## src/rtl/parity_frame_tx_if.sv

```systemverilog
// Byte handshake between the upstream parity stage and the frame transmitter.
// The upstream stage drives data and parity; the transmitter answers with data_ready.
interface parity_frame_tx_if #(
    parameter int DATA_WIDTH = 8
);
    logic [DATA_WIDTH-1:0] data_in;
    logic                  parity_in;
    logic                  data_valid;
    logic                  data_ready;

    modport master (output data_in, output parity_in, output data_valid, input data_ready);
    modport slave  (input data_in, input parity_in, input data_valid, output data_ready);
endinterface

```

## src/rtl/parity_frame_tx.sv

```systemverilog
// UART-style frame transmitter: start, DATA_WIDTH data bits LSB first, parity, stop.
// Each bit is held for CLKS_PER_BIT clocks.
module parity_frame_tx #(
    parameter int DATA_WIDTH   = 8,
    parameter int CLKS_PER_BIT = 16,
    parameter int PARITY_ODD   = 0
) (
    input  logic                clk,
    input  logic                rst_n,
    parity_frame_tx_if.slave    bus,
    output logic                tx_out,
    output logic                busy,
    output logic                frame_done
);
    localparam int TW = (CLKS_PER_BIT > 1) ? $clog2(CLKS_PER_BIT) : 1;
    localparam int BW = (DATA_WIDTH > 1) ? $clog2(DATA_WIDTH) : 1;
    localparam logic [TW-1:0] T_LAST = TW'(CLKS_PER_BIT - 1);
    localparam logic [BW-1:0] B_LAST = BW'(DATA_WIDTH - 1);
    localparam logic ODD_BIT = (PARITY_ODD != 0);

    typedef enum logic [2:0] {IDLE, START, DATA, PARITY, STOP} state_t;

    state_t                state, state_nxt;
    logic [TW-1:0]         timer, timer_nxt;
    logic [BW-1:0]         bit_idx, bit_nxt;
    logic [DATA_WIDTH-1:0] shreg, shreg_nxt;
    logic                  par, par_nxt;
    logic                  tx_nxt, done_nxt, last;

    assign bus.data_ready = (state == IDLE);
    assign last = (timer == T_LAST);

    always_ff @(posedge clk or negedge rst_n) begin
        if (!rst_n) begin
            state      <= IDLE;
            timer      <= '0;
            bit_idx    <= '0;
            shreg      <= '0;
            par        <= 1'b0;
            tx_out     <= 1'b1;
            busy       <= 1'b0;
            frame_done <= 1'b0;
        end else begin
            state      <= state_nxt;
            timer      <= timer_nxt;
            bit_idx    <= bit_nxt;
            shreg      <= shreg_nxt;
            par        <= par_nxt;
            tx_out     <= tx_nxt;
            busy       <= (state_nxt != IDLE);
            frame_done <= done_nxt;
        end
    end

    always_comb begin
        state_nxt = state;
        timer_nxt = timer;
        bit_nxt   = bit_idx;
        shreg_nxt = shreg;
        par_nxt   = par;

        if (state != IDLE)
            timer_nxt = last ? '0 : timer + TW'(1);

        case (state)
            IDLE: begin
                if (bus.data_valid) begin
                    state_nxt = START;
                    shreg_nxt = bus.data_in;
                    par_nxt   = bus.parity_in ^ ODD_BIT;
                    timer_nxt = '0;
                    bit_nxt   = '0;
                end
            end
            START:  if (last) state_nxt = DATA;
            DATA: begin
                if (last) begin
                    shreg_nxt = shreg >> 1;
                    if (bit_idx == B_LAST) begin
                        state_nxt = PARITY;
                        bit_nxt   = '0;
                    end else begin
                        bit_nxt = bit_idx + BW'(1);
                    end
                end
            end
            PARITY: if (last) state_nxt = STOP;
            STOP:   if (last) state_nxt = IDLE;
            default: state_nxt = IDLE;
        endcase
    end

    // Outputs are registered, so they are decoded from the values the state takes next.
    always_comb begin
        tx_nxt = 1'b1;
        case (state_nxt)
            START:   tx_nxt = 1'b0;
            DATA:    tx_nxt = shreg_nxt[0];
            PARITY:  tx_nxt = par_nxt;
            default: tx_nxt = 1'b1;
        endcase
        done_nxt = (state_nxt == STOP) && (timer_nxt == T_LAST);
    end
endmodule
```

## src/flat_wrapper.sv

```systemverilog
// flat-port wrapper written by rule: the top's interface ports become plain ports
module parity_frame_tx_flat 
#(
    parameter int DATA_WIDTH   = 8,
    parameter int CLKS_PER_BIT = 16,
    parameter int PARITY_ODD   = 0
)
  (clk, rst_n, tx_out, busy, frame_done, bus_data_in, bus_parity_in, bus_data_valid, bus_data_ready);
  parity_frame_tx_if #(.DATA_WIDTH(DATA_WIDTH)) bus_i ();
  input  logic clk;
  input  logic rst_n;
  output logic tx_out;
  output logic busy;
  output logic frame_done;
  input wire logic [$bits(bus_i.data_in)-1:0] bus_data_in;
  input wire logic [$bits(bus_i.parity_in)-1:0] bus_parity_in;
  input wire logic [$bits(bus_i.data_valid)-1:0] bus_data_valid;
  output wire logic [$bits(bus_i.data_ready)-1:0] bus_data_ready;
  assign bus_i.data_in = bus_data_in;
  assign bus_i.parity_in = bus_parity_in;
  assign bus_i.data_valid = bus_data_valid;
  assign bus_data_ready = bus_i.data_ready;
  parity_frame_tx #(.DATA_WIDTH(DATA_WIDTH), .CLKS_PER_BIT(CLKS_PER_BIT), .PARITY_ODD(PARITY_ODD)) u_core (.clk(clk), .rst_n(rst_n), .bus(bus_i), .tx_out(tx_out), .busy(busy), .frame_done(frame_done));
endmodule
```

## config.mk

```make
export PLATFORM = sky130hd
export DESIGN_NAME = parity_frame_tx_flat
export DESIGN_NICKNAME = d
export VERILOG_FILES = /design/src/rtl/parity_frame_tx_if.sv /design/src/rtl/parity_frame_tx.sv /design/src/flat_wrapper.sv
export SDC_FILE = /design/constraint.sdc
export NUM_CORES = 1
export LEC_CHECK = 0
export ABC_AREA = 1
export BUFFER_PORTS_ARGS = -buffer_cell sky130_fd_sc_hd__buf_2
export CAP_MARGIN = 15
export CORE_UTILIZATION = 59
export CTS_CLUSTER_DIAMETER = 30
export DETAILED_ROUTE_END_ITERATION = 10
export PLACE_DENSITY = 0.82
export SYNTH_ARGS = -nofsm -noshare
export SYNTH_HDL_FRONTEND = slang
export SYNTH_SLANG_ARGS = --single-unit
```

## constraint.sdc

```tcl
create_clock -name clk -period 2.9 [get_ports clk]
set_input_delay 0.29 -clock clk [delete_from_list [all_inputs] [get_ports clk]]
set_output_delay 0.29 -clock clk [all_outputs]
set_load 0.005 [all_outputs]
```

---- Word level (Yosys, flattened, before mapping) ----
Index checks and enable logic that the tools add are counted.
cells by class
  equal/unequal tests ..................... 13
  muxes and demuxes ....................... 21
  $add $sub $neg .......................... 2
  reductions and logical operators ........ 6
operator list
  operator                                                number
  2-to-1 mux 3 bit                                        9
  2-to-1 mux 4 bit                                        4
  2-to-1 mux 8 bit                                        2
  case mux 8 bit (2 select lines)                         1
  case mux 3 bit (5 select lines)                         1
  equality test 3 x 2 -> 1 bit (second input constant)    4
  equality test 3 bit (second input constant)             3
  equality test 4 bit (second input constant)             2
  equality test 3 x 1 -> 1 bit (second input constant)    2
  case mux 3 bit (2 select lines)                         1
  nonzero test 3 bit                                      2
  adder 4 x 1 -> 4 bit (second input constant)            1
  adder 3 x 1 -> 3 bit (second input constant)            1
  zero test 3 bit                                         1
  case mux 1 bit (3 select lines)                         1
  AND reduction 3 bit                                     1
  2-to-1 mux 1 bit                                        2
  inequality test 2 x 1 -> 1 bit (second input constant)  1
  inequality test 2 bit (second input constant)           1
  nonzero test 2 bit                                      1
  logical AND 1 bit                                       1
storage, ports and cells
  flip-flop bits (word level) ............. 22
  output and inout bits ................... 4
  input bits .............................. 12

---- Longest topological paths before layout ----
Gate-level depths: netlist (run 1).
  word-level depth ........................ 7
  mapped depth ............................ 9

---- Worst setup path before layout (run 1) ----
No wires, ideal clock.
  path type ............................... register -> register
  start ................................... register u_core.timer[0]
  end ..................................... register u_core.bit_idx[2]
  data arrival time ....................... 1203 ps
  cell stages (with the launch flop) ...... 8
  required time ........................... 2779 ps
  clock period less this slack ............ 1324 ps
  path slack .............................. 1576 ps
  path through ............................ dfrtp_1 > ha_1 > nand2_1 > nor2_1 > nand2_2 > nand2_2 > inv_2 > a22o_1
on the way
  cells in the longest elaborated chain, start to end .. 3
ends and longest elaborated chain
  item                                      line                   RTL
  from (decl)                               parity_frame_tx.sv:24  logic [TW-1:0] timer, timer_nxt;
  from (signal assigned)                    parity_frame_tx.sv:45  timer <= timer_nxt;
  equality test 4 bit                       parity_frame_tx.sv:31  assign last = (timer == T_LAST);
  inequality test 2 x 1 -> 1 bit (no line)  --
  AND reduction 3 bit (no line)             --
  to (signal assigned)                      parity_frame_tx.sv:46  bit_idx <= bit_nxt;
  to (decl)                                 parity_frame_tx.sv:25  logic [BW-1:0] bit_idx, bit_nxt;
No other way between the ends.
A chain may end at the register's enable or synchronous reset.

---- Worst setup path after layout (run 1) ----
  start ................................... register u_core.state[0]
  end ..................................... output port bus_data_ready
on the way
  cells in the longest elaborated chain, start to end .. 1
ends and longest elaborated chain
  item                    line                   RTL
  from (decl)             parity_frame_tx.sv:23  state_t state, state_nxt;
  from (signal assigned)  parity_frame_tx.sv:44  state <= state_nxt;
  zero test 3 bit         parity_frame_tx.sv:30  assign bus.data_ready = (state == IDLE);
  to (decl)               flat_wrapper.sv:18     output wire logic [$bits(bus_i.data_ready)-1:0] bus_data_ready;
No other way between the ends.

==> qor.yml, run 1 <==
period_needed_ns: 1.54
gp_congestion: 0.859
final_layout_size_suffix_gt1_share_pct: 25.9
via_count: 895
synth_seq_cells: 22
worstSetupPathType: "flip-flop to primary output"
power_density_nw_per_um2: 395
min_path_type: "input port to flip-flop"
yosysUniqueCellTypes: 23
clk_path_buf_depth: 2
drtAntennaViolNets: 0
tightest_slew_ns: 0.480
grt_overflow_total: 0
power.share.clock_pct: 34.7
clock-sinks: 22
maxSlewHeadroom_pct: 68.0
netSwitchingFraction_pct: 21.0
worst_ep_arrival_time_ns: 1.25
rsz0062_at_grt: "false"
yosysTopAreaCell: "dfrtp_1"
setup_viol: 0
clkTransAtPathRegs_ns: 0.12
p_comb_share_pct: 3.1
dieWidth_um: 45.2
fin_tns_setup_ns: 0
antennaDiodeCount: 0
postCtsSetupRepairBufs: 0
synthTopCellsByCount: "nand2_1 (38), dfrtp_1 (21), nand3_1 (13)"
end_kind: "primary output"
firstDrtPassIters: 4
cts_inserted_buffers: 3
status: "finished, final reports clean"
period_share_pct: 53.2
drv_slew: 0
ys_async_sr_fraction_pct: 100
crit_chain: "nor2_4 -> nand2_4 -> clkinv_4 -> buf_2"
insertion_delay_ns: 0.32
syn2layout_area_growth_pct: 13.4
die_area_um2: 2040
tritoncts: "done"
drt-vias-per-instance: 5.20
cp_slowest_cell: "dfrtp_1"
syn_nets: 143
drc: 0
synthMostInstantiatedCell: "nand2_1"
cts-root-buf: "clkbuf_4"
synth_edf_count: 0
postSynthAreaPerCell_um2: 8.60
clock.fmax_mhz: 648
routedWlPerCell_um: 11.8
p_switching_mw: 0.103
finClkSkew_ns: 0.00490
syn_area_um2: 1100
h-tree-depth: 1
synth-seq-area-share_pct: 50.1
synthCells: 128
synth_flop_cell: "dfrtp_1"
drt_iter0_drc: 17
p_total_mw: 0.493
required_ns: 2.61
grt_pass1_wl_um: 3420
numPortBuffers: 15
intPower_mw: 0.390
cp_max_fo: 6
layout.nets: 163
hold-worst-slack_ns: 0.191
peakVddDrop_mv: 0.359
cp-start-kind: "flip-flop"
power_frac_seq_pct: 62.2
synth_top_area_share_pct: 47.7
drt_wl_total_um: 2030
pin_count: 16
max_cap_violations: 0
grt_max_degree: 23
antenna_found_initial: 0
grt_pass1_vias: 853
grt_usage_pct: 23.6
synth_warnings: 0
initial_core_util_pct: 63.1
cpPeakStageDelay_ns: 0.48
core_area_um2: 1750
rows: 15
power.leakage_nw: 0.654
die_y_um: 45.2
cts_resized: 0
synthTopCellsByArea: "dfrtp_1 (48%), nand2_1 (13%), nand3_1 (5.9%), a22oi_1 (4.1%), ha_1 (3.4%)"
hold_buffers: 1
hold_viol_final: 0
hpwlAfterDp_um: 1580
stage by stage:
stage | instances | worst slack, ns | instance area [um2] | util [%]
after floorplan | 128 | 1.58 | 1100 | -
after global placement | 167 | 1.47 | 1200 | 68.9
after detailed placement | 167 | 1.42 | 1200 | 68.9
after CTS | 172 | 1.35 | 1250 | 71.5
after global routing | 172 | 1.23 | 1250 | 71.5
final | 172 | 1.36 | 1250 | 71.5
worst max-delay path, delay by kind of cell (launching register included):
family | cells | cell delay [ns]
DFF | 1 | 0.48
and+or+nand+nor | 2 | 0.29
buffers and inverters | 2 | 0.17
cells by family (layout without fill, tap and decap cells):
family,after synthesis,after routing,synth area share [%]
buf+inv,16,35,6.02
compound gates,17,17,11.1
fa+ha+maj,3,3,3.41
simple gates,70,70,29.3
flops,22,22,50.1
sequential cells by signal (all words and copies together) (netlist names):
signal,flops
u_core.bit_idx,3
u_core.busy,1
u_core.frame_done,1
u_core.par,1
u_core.shreg,8
u_core.state,3
u_core.timer,4
u_core.tx_out,1
cell type report:
cell class,instances,area (um2)
Inverter,15,61.3
Multi-Input combinational cell,90,483
Fill cell,144,497
Clock buffer,4,36.3
Tap cell,25,31.3
Timing Repair Buffer,16,85.1
Sequential cell,22,552
path summary, 6_finish.rpt:
path                                           to  slack [ns]            start  cells after the start
worst min register to register    u_core.shreg[5]        0.50  u_core.shreg[5]                      2
worst max register to register        u_core.busy        1.40  u_core.timer[0]                      7
worst min-delay path              u_core.shreg[7]        0.19   bus_data_in[7]                      2
min in group asynchronous       u_core.bit_idx[0]        0.44            rst_n                      2
max in group asynchronous           u_core.tx_out        2.10            rst_n                      2
worst max-delay path               bus_data_ready        1.36  u_core.state[0]                      4
cell usage in the layout, fill, tap and decap left out:
cell type,Yosys,routed
dfrtp_1,21,21
nand2_2,3,3
a22oi_1,6,6
nand3_1,13,13
or2_2,1,1
or2_1,1,1
ha_1,3,3
inv_2,4,4
nor3_1,1,1
a22o_1,2,2
nor2_2,1,1
a21oi_2,2,2
clkbuf_4,0,3
nand3_2,2,2
nand2_1,38,38
dlygate4sd3_1,0,1
buf_2,1,15
inv_1,10,10
o21ai_0,5,5
o21ai_2,2,2
clkbuf_8,0,1
nor2_4,1,1
dfstp_2,1,1
nor2_1,8,8
nand2_4,1,1
clkinv_4,1,1
per-layer routing:
metal,global-route usage [%],up-vias,wire length [um]
li1,-,456,-
met1,28.2,421,943
met2,41.2,13,998
met3,3.60,5,50
met4,11.5,0,40
met5,0,-,0
power groups by stage:
stage | logic [mW] | clock network (mW) | registers, mW
after global routing | 0.0179 | 0.187 | 0.307
after floorplan | 0.00121 | 0 | 0.313
final | 0.0155 | 0.171 | 0.307
after detailed placement | 0.0149 | 0 | 0.313
after global placement | 0.0149 | 0 | 0.313
after CTS | 0.0161 | 0.174 | 0.307
(Power assumes the default switching activity.)
==> run 2, diff against run 1 <==
--- a/config.mk
+++ b/config.mk
@@ -5,13 +5,13 @@
 export SDC_FILE = /design/constraint.sdc
 export NUM_CORES = 1
 export LEC_CHECK = 0
-export ABC_AREA = 1
+export ABC_AREA = 0
 export BUFFER_PORTS_ARGS = -buffer_cell sky130_fd_sc_hd__buf_2
 export CAP_MARGIN = 15
-export CORE_UTILIZATION = 59
+export CORE_UTILIZATION = 55
 export CTS_CLUSTER_DIAMETER = 30
 export DETAILED_ROUTE_END_ITERATION = 10
-export PLACE_DENSITY = 0.82
+export PLACE_DENSITY = 0.77
 export SYNTH_ARGS = -nofsm -noshare
 export SYNTH_HDL_FRONTEND = slang
 export SYNTH_SLANG_ARGS = --single-unit
==> constraint.sdc (replaced) <==
create_clock -name clk -period 1.5 [get_ports clk]
set_input_delay 0.15 -clock clk [delete_from_list [all_inputs] [get_ports clk]]
set_output_delay 0.15 -clock clk [all_outputs]
set_load 0.005 [all_outputs]
==> qor.yml, run 2 <==
grt_pass1_vias: 956  # +12%
period_needed_ns: 1.56
path_depth: 4  # unchanged
drc: 0  # unchanged
power.leakage_nw: 0.750  # +15%
cts-root-buf: "clkbuf_4"
die_y_um: 47.9  # +6.1%
firstDrtPassIters: 4  # unchanged
mostFrequentLayoutCells: "buf_4 (22), dfrtp_1 (18), buf_2 (14)"
routedWlPerCell_um: 17.3  # +47%
worstSetupPathType: "flip-flop to flip-flop"
synthMostInstantiatedCell: "dfrtp_1"
numPortBuffers: 15  # unchanged
violations: "negative setup slack"
synth_edf_count: 0  # unchanged
layout.nets: 161  # -1.2%
synth_top_area_share_pct: 45.3  # -2.5 points
required_ns: 1.76  # -0.85 ns
reg2reg_to: "u_core.tx_out"
syn2layout_area_growth_pct: 36.3
clock.fmax_mhz: 640
fin_util_pct: 79.9  # +8.3 points
critPathTopFamily: "compound AO/OA/AOI/OAI gates"
clock-sinks: 22  # unchanged
ys_async_sr_fraction_pct: 100  # unchanged
synth_flop_cell: "dfrtp_1"
h-tree-depth: 1  # unchanged
dieWidth_um: 47.9  # +6.1%
holdPathEnd: "u_core.par"
grt_usage_pct: 28.2  # +4.6 points
cp_slowest_cell: "dfrtp_2"
tightest_slew_ns: 0.508  # +0.0282 ns
worst_ep_arrival_time_ns: 1.82  # +0.57 ns
top_register: "u_core.shreg"
core_area_um2: 1980  # +14%
yosysUniqueCellTypes: 38  # +65%
rsz0062_at_grt: "true"
yosysTopAreaCell: "dfrtp_1"
path_buf_inv: 1  # -1
cpPeakStageDelay_ns: 0.50  # +0.02 ns
setup_viol: 4  # +4
period_share_pct: 104
reg2reg_depth: 4  # -3
peakVddDrop_mv: 0.534  # +49%
hold_viol_final: 0  # unchanged
reg2reg_from: "u_core.state[0]"
reg_top3: "u_core.shreg x8, u_core.timer x4"
synthTopCellsByCount: "dfrtp_1 (21), and3_1 (9), nand2_1 (9)"
grt_overflow_total: 0  # unchanged
clk_path_buf_depth: 2  # unchanged
syn_nets: 118  # -17%
rrSetupSlack_ns: -0.06  # -1.46 ns
postSynthAreaPerCell_um2: 11.3  # +31%
synthTopCellsByArea: "dfrtp_1 (45%), a221o_1 (5.2%), and3_1 (4.8%), buf_6 (3.9%), ha_1 (3.2%)"
die_area_um2: 2300  # +13%
maxSlewHeadroom_pct: 66.2  # -1.9 points
syn_area_um2: 1160  # +5.5%
grt_pass1_wl_um: 4280  # +25%
synthCells: 103  # -20%
insertion_delay_ns: 0.32  # about the same
min_delay_path_depth: 3  # +1
clkTransAtPathRegs_ns: 0.13  # about the same
fin_ws_ns: -0.0636  # -1.42 ns
synth_seq_cells: 22  # unchanged
hpwlAfterDp_um: 1870  # +18%
drt_wl_total_um: 2980  # +47%
pre_cts_ws_ns: -0.105  # -1.53 ns
power_density_nw_per_um2: 648  # +64%
via_count: 1053  # +18%
antennaDiodeCount: 0  # unchanged
tritoncts: "done"
final_common_cell: "buf_4"
holdCritStartpoint: "bus_parity_in"
antenna_found_initial: 0  # unchanged
grt_max_degree: 23  # unchanged
min_path_type: "input port to flip-flop"
drt-vias-per-instance: 6.12  # +18%
drt_iter0_drc: 38  # +21
finClkSkew_ns: 0.00746  # +0.00255 ns
final_layout_size_suffix_gt1_share_pct: 47.6  # +22 points
end_kind: "flip-flop"
drtAntennaViolNets: 0  # unchanged
cp_max_fo: 6  # unchanged
synth-seq-area-share_pct: 47.5  # -2.6 points
pin_count: 16  # unchanged
drv_slew: 0  # unchanged
fin_tns_setup_ns: -0.113  # -0.113 ns
cts_inserted_buffers: 3  # unchanged
p_total_mw: 1.03  # +110%
max_cap_violations: 0  # unchanged
crit_chain: "buf_4 -> o31ai_1 -> o211ai_1 -> o32a_1"
initial_core_util_pct: 58.6  # -4.5 points
synth_warnings: 0  # unchanged
cp-start-kind: "flip-flop"
status: "finished with violations"
rows: 16  # +1
largest_register_ffs: 8  # unchanged
gp_congestion: 0.843  # -1.9%
==> run 2: area by class of cell <==
class,instances,area (um2)
clock buffer,4,36.3
tap,27,33.8
fill,112,399
multi-input combinational,73,633
inverter,3,11.3
sequential,22,556
timing repair buffer,43,313
==> run 2: cell families (layout without fill, tap and decap cells) <==
family | after synthesis | count (layout) | synth area share, %
and+or+nand+nor | 44 | 44 | 24.6
AOI/OAI and AO/OA | 23 | 23 | 16.5
DFF | 22 | 22 | 47.5
buffers and inverters | 8 | 50 | 5.17
adders and majority gates | 3 | 3 | 3.23
muxes | 3 | 3 | 3.02
==> run 2: worst max-delay path by stage <==
stage                        end  slack (ns)       startpoint
2_1_floorplan    u_core.shreg[1]       -0.07  u_core.state[0]
3_3_place_gp       u_core.tx_out       -0.03  u_core.state[1]
3_5_place_dp       u_core.tx_out       -0.11  u_core.state[1]
4_1_cts        u_core.bit_idx[0]       -0.06  u_core.timer[1]
5_1_grt            u_core.tx_out       -0.14  u_core.state[2]
6_report           u_core.tx_out       -0.06  u_core.state[0]
==> run 2: layer usage <==
metal	up-vias	global-route usage [%]	share of wire (%)
li1	479	-	-
met1	531	35.4	45
met2	34	47.6	49
met3	9	4.91	3.4
met4	0	12.2	2.3
met5	-	0	0
==> run 2: tightest hold or removal path, stage by stage <==
cell     delay [ns]
buf_2          0.07
nand2_1        0.04
nand2_1        0.06
==> run 2: stage by stage <==
stage / hold WS, ns / instances / cell area (um2)
after detailed placement: 0.143 / 157 / 1370
after floorplan: -0.146 / 103 / 1180
after global routing: 0.0294 / 172 / 1580
final: 0.0264 / 172 / 1580
after CTS: 0.0119 / 170 / 1510
after global placement: 0.135 / 157 / 1370
==> run 2: report_power, final <==
| part | leakage (nW) | internal [mW] | switching [mW] | total [mW] |
|---|---|---|---|---|
| clock network | 0.0210 | 0.149 | 0.195 | 0.344 |
| registers | 0.261 | 0.610 | 0.00948 | 0.620 |
| logic | 0.468 | 0.0320 | 0.0300 | 0.0621 |
| total | 0.750 | 0.791 | 0.235 | 1.03 |
==> run 2: what timing repair did <==
action                                 CTS  global route
hold buffers                             1             0
pin swaps                                3             7
endpoints found under the hold margin   21             0
setup endpoints to repair               16            16
resized for setup                       13            15
cloned                                   0             0
buffers inserted                         8             3
